<file path="src/rtl/ifu_pc_gen.sv">
// rtl/ifu_pc_gen.sv - instruction fetch PC generator with one-entry pending redirect
//
// Purpose: holds the fetch PC and picks the next one. Priority is flush, then PC
//          hold, then a pending redirect, then jump, then sequential PC+4. A jump
//          that arrives while the PC is held is saved and applied on the first
//          unheld edge. The fetch address is the PC with the kseg0/kseg1 window
//          folded down to physical.
// Ports:
//   cpu_clk_50M    in   1  clock, rising edge
//   cpu_rst        in   1  asynchronous active-high reset
//   stall          in   6  stall bus; bit0 holds the PC, bit1 is IF/ID only
//   flush          in   1  exception/eret redirect
//   flush_pc       in  32  redirect target, valid with flush
//   jump_flag      in   1  branch/jump taken (resolved in ID)
//   jump_addr      in  32  branch/jump target
//   if_pc          out 32  current fetch PC
//   if_exccode     out  5  fetch exception code (5'h10 = none)
//   inst_sram_en   out  1  instruction SRAM read enable
//   inst_sram_addr out 32  physical fetch address
// Build option: IFU_ADEL_CHECK_EN enables misaligned-fetch (AdEL) detection.

module ifu_pc_gen (
    input  logic        cpu_clk_50M,
    input  logic        cpu_rst,
    input  logic [5:0]  stall,
    input  logic        flush,
    input  logic [31:0] flush_pc,
    input  logic        jump_flag,
    input  logic [31:0] jump_addr,
    output logic [31:0] if_pc,
    output logic [4:0]  if_exccode,
    output logic        inst_sram_en,
    output logic [31:0] inst_sram_addr
);

    localparam logic [31:0] RESET_PC = 32'hBFC0_0000;
    localparam logic [4:0]  EXC_NONE = 5'h10;
`ifdef IFU_ADEL_CHECK_EN
    localparam logic [4:0]  EXC_ADEL = 5'h04;
`endif

    logic [31:0] pc_q, pc_d;
    logic        pend_valid_q, pend_valid_d;
    logic [31:0] pend_addr_q, pend_addr_d;
    logic        fetch_exc;

    // Only bit0 of the stall bus concerns this stage.
    logic unused_stall;
    assign unused_stall = ^stall[5:1];

    always_comb begin
        pc_d         = pc_q + 32'd4;
        pend_valid_d = pend_valid_q;
        pend_addr_d  = pend_addr_q;
        if (flush) begin
            // A flush overrides everything and drops any saved redirect.
            pc_d         = flush_pc;
            pend_valid_d = 1'b0;
        end else if (stall[0]) begin
            pc_d = pc_q;
            // First captured target wins; later jumps during the hold are lost.
            if (jump_flag && !pend_valid_q) begin
                pend_valid_d = 1'b1;
                pend_addr_d  = jump_addr;
            end
        end else if (pend_valid_q) begin
            pc_d         = pend_addr_q;
            pend_valid_d = 1'b0;
        end else if (jump_flag) begin
            pc_d = jump_addr;
        end
    end

    always_ff @(posedge cpu_clk_50M or posedge cpu_rst) begin
        if (cpu_rst) begin
            pc_q         <= RESET_PC;
            pend_valid_q <= 1'b0;
            pend_addr_q  <= 32'd0;
        end else begin
            pc_q         <= pc_d;
            pend_valid_q <= pend_valid_d;
            pend_addr_q  <= pend_addr_d;
        end
    end

`ifdef IFU_ADEL_CHECK_EN
    assign fetch_exc  = (pc_q[1:0] != 2'b00);
    assign if_exccode = fetch_exc ? EXC_ADEL : EXC_NONE;
`else
    assign fetch_exc  = 1'b0;
    assign if_exccode = EXC_NONE;
`endif

    assign if_pc        = pc_q;
    assign inst_sram_en = !cpu_rst && !flush && !fetch_exc;

    // kseg0 (100) and kseg1 (101) both map onto the low 512 MB of physical space.
    assign inst_sram_addr = (pc_q[31:30] == 2'b10) ? {3'b000, pc_q[28:0]} : pc_q;

endmodule

</file>
<file path="config.mk">
export PLATFORM = sky130hd
export DESIGN_NAME = ifu_pc_gen
export DESIGN_NICKNAME = d
export VERILOG_FILES = /design/src/rtl/ifu_pc_gen.sv
export SDC_FILE = /design/constraint.sdc
export NUM_CORES = 1
export LEC_CHECK = 0
export CORE_MARGIN = 2
export CORE_UTILIZATION = 40
export DETAILED_ROUTE_END_ITERATION = 12
export GPL_ROUTABILITY_DRIVEN = 0
export PLACE_DENSITY = 0.71
export SLEW_MARGIN = 40
export SYNTH_ARGS = -nofsm -noshare
export SYNTH_HDL_FRONTEND = slang
export SYNTH_SLANG_ARGS = --single-unit
</file>
<file path="constraint.sdc">
create_clock -name cpu_clk_50M -period 3 [get_ports cpu_clk_50M]
set_input_delay 0.6 -clock cpu_clk_50M [delete_from_list [all_inputs] [get_ports cpu_clk_50M]]
set_output_delay 0.6 -clock cpu_clk_50M [all_outputs]
set_load 0.005 [all_outputs]
</file>
==> Flow_metrics.wiki <==
{| class="wikitable"
! Metric !! Value
|-
| Share of the core filled with cells in the final layout || 55.8%
|-
| Total die area || 11400 um2
|-
| All-Layer GR Usage || between 20% and 30%
|-
| Type of the worst setup path || reg -> reg
|-
| CTS tree || done
|-
| Global-route wire length before repair || just over 20 mm
|-
| Number of buffers inserted by post-CTS setup repair || 0
|-
| Final period util || 84.8%
|-
| DRT met1 WL || roughly 5.4 mm
|-
| Met3 WL post-DR || around 1.2 mm
|-
| Iter 0 DRT Violations || around 250
|-
| Fraction of synthesized cell area taken by the top area cell type || 33.2%
|-
| Kind of cell adding the most delay to the critical path || simple AND/OR/NAND/NOR gates
|-
| Slew at the pin closest to its max-slew limit || 0.607 ns
|-
| Register-to-register path setup slack || 0.46 ns
|-
| Count of buffering cells on the critical path with inverters included || 0
|-
| Path category of the worst min-delay check || reg -> reg
|-
| Power per cell area || 469 nW/um2
|-
| Clock slew seen by the registers of the worst setup and hold paths || roughly 0.07 ns
|-
| Top-level I/O count || roughly 140
|-
| CTS Hold Buffers Added || 0
|-
| Total gr overflow || 0
|-
| Number of H-tree levels || 3
|-
| Required arrival time at the worst endpoint || 3.24 ns
|-
| Number of global-route vias before repair || 3996
|-
| Critical path fanouts, max || 8
|-
| Total negative slack || 0 ns
|-
| Count of warnings emitted by yosys || 0
|-
| Total DRC errors in the routed layout || 0
|-
| Root Driver || clkbuf_8
|-
| Async SR Flop Fraction || between 90% and 100%
|-
| Worst path slowest cell || or4_1
|-
| Sequential share of the synthesized area || 38.8%
|-
| CORE AREA || 10300 um2
|-
| Fraction of layout cells with a size suffix above 1 || 15.1%
|-
| Total number of vias || 4218
|-
| Clk sinks || 65
|-
| Num rows || 37
|-
| Cts bufs inserted || 9
|-
| Endpoint type of the worst setup path || flop
|-
| Wire length per cell after detailed routing || between 15 and 20 um
|-
| Worst-case vdd ir drop || roughly 0.00024 V
|-
| Worst Skew || 0.0106 ns
|-
| DP Wirelength || roughly 9.3 mm
|-
| Mapped Avg Cell Area || 9.15 um2
|-
| Leakage power || 2.22 nW
|-
| Achievable Freq || 393 MHz
|-
| Number of nets in the finished design || roughly 640
|-
| Initial Util || about two fifths
|-
| Minimum clock period after layout || around 2.5 ns
|-
| Number of hold violations in the final report || 0
|-
| Top cell type by total area after synthesis || dfrtp_1
|-
| Diode count || 0
|-
| Max-slew headroom || 59.2%
|-
| Total wire length || 13.0 mm
|-
| TritonRoute pass-1 iters || 7
|-
| Dominant cell by count in the synthesized netlist || dfrtp_1
|-
| Number of enable-type register cells in the synthesized netlist || 0
|-
| Leading post-synthesis cells by cell area || dfrtp_1 (33%), mux2_2 (8.3%), buf_4 (6.0%), dfstp_2 (5.6%), o21ai_0 (4.1%)
|-
| Count of state elements after synthesis || 65
|-
| Floorplan die width || 107 um
|-
| Outcome || finished, final reports clean
|-
| Maximum number of pins on one net before global-route repair || 66
|-
| Average via count per standard cell || around 6.0
|-
| Synth top cells by count || dfrtp_1 (56), nand2_1 (35), o21ai_0 (35), buf_4 (34), mux2_2 (31)
|-
| Total of buffers placed on input and output ports || 133
|-
| Top flip-flop cell by instance count after synthesis || dfrtp_1
|-
| Antenna violations before repair || 0
|-
| Cell Chain, Critical Path || ha_1 > and4_1 > nand4_2 > or4_1 > o31a_1 > o32ai_1
|-
| Height of the die || between 100 and 150 um
|-
| Count of different cell masters after synthesis || 62
|-
| Metal2 WL || 6.11 mm
|-
| Unrepaired setup endpoints after global routing || no
|-
| Worst-Skew Late Latency || 0.34 ns
|-
| Longest individual stage delay on the worst path || approximately 0.58 ns
|-
| Final count of pins violating max slew || 0
|-
| Post-Syn Instances || 462
|-
| Post-synthesis instance area || 4230 um2
|-
| Synth-to-Final Area Change || 35.7%
|-
| Highest Signal Layer || met4
|-
| Data arrival time of the critical path || 2.79 ns
|-
| Final-report setup violation count || 0
|-
| Number of nets with antenna violations after routing || 0
|-
| Kind of start point of the critical path || flop
|-
| Max-cap violations || 0
|-
| Cells resized by post-CTS repair || 0
|-
| Number of buffers on the longest clock path || 2
|}
## metal layers
| metal | vias up | track usage (%) |
|---|---|---|
| li1 | 1896 | - |
| met1 | 2061 | 30.0 |
| met2 | 227 | 37.6 |
| met3 | 34 | 4.80 |
| met4 | 0 | 7.42 |
| met5 | - | 0 |
## where the power goes
part | switching [W] | internal, W | total [W] | leakage (nW)
registers | 0.000161 | 0.00103 | 0.00119 | 0.756
logic | 0.000294 | 0.000461 | 0.000756 | 1.37
clock network | 0.000346 | 0.000392 | 0.000738 | 0.0960
total | 0.000801 | 0.00189 | 0.00269 | 2.22
## stage by stage
step	setup WS [ns]	instance area, um2	std cells	power, W	hold WS (ns)
finish	0.456	5730	704	0.00269	0.509
global route	0.341	5730	704	0.00282	0.523
CTS	0.498	5730	704	0.00270	0.509
detailed placement	0.410	5540	688	0.00196	0.492
global placement	0.442	5540	688	0.00193	0.484
floorplan	0.600	4240	465	0.00159	0.475
## worst paths after layout
check                                      from         endpoint  depth (start not counted)
worst max-delay path                   if_pc[2]        if_pc[24]                          6
min in group asynchronous               cpu_rst  pend_addr_q[27]                          3
worst min-delay path            pend_addr_q[26]  pend_addr_q[26]                          1
worst max register to register         if_pc[2]        if_pc[24]                          6
worst min register to register  pend_addr_q[26]  pend_addr_q[26]                          1
max in group asynchronous               cpu_rst        if_pc[25]                          3
## logic make-up (layout without fill, tap and decap cells)
family	Yosys count	in the layout	share of synthesized area, %
simple gates	134	134	17.0
fa+ha+maj	1	1	0.296
other cells	2	5	0.178
compound gates	141	141	22.8
flops	65	65	38.8
xor+xnor	4	4	0.829
mux	39	39	10.2
buf+inv	76	179	9.98
## registers in the layout (all words and copies together) (netlist names)
signal / cells
pend_addr_q: 32
pend_valid_q: 1
if_pc: 32
## final cells by class
class	instances	area (um2)
tap	136	170
clock inverter	1	7.51
fill	950	4540
inverter	11	41.3
clock buffer	15	186
sequential	65	1640
timing repair buffer	152	1510
multi-input combinational	324	2180
## cells in the final DEF (no fill, tap or decap), types with 3 or more instances in the layout
master           netlist  layout
nand4_1                6       6
mux2i_1                8       8
nor2_1                23      22
clkdlybuf4s50_1        0     133
and4_1                 4       4
nand2_1               35      35
nor2b_1                5       5
buf_4                 34      16
or3_1                  3       3
a31o_2                 3       3
inv_1                  9       8
a22oi_1                7       7
dfstp_2                9       9
and3_1                 6       6
o31a_1                 4       4
nor4_1                 5       5
o31ai_1                5       5
xor2_1                 3       3
a221oi_1               9       9
a221o_1                8       8
a211oi_1               4       4
conb_1                 2       5
dfrtp_1               56      56
a21boi_0               3       3
or2_2                  4       4
o22ai_1                6       6
nand3_1               18      18
a21oi_1               27      27
a32o_1                 3       3
clkbuf_8               0      13
nand2b_1               8       8
buf_12                 0       3
or4_1                  5       5
o211ai_1               8       8
mux2_2                31      31
o21ai_0               35      35
Power figures use the tool's default switching activity.
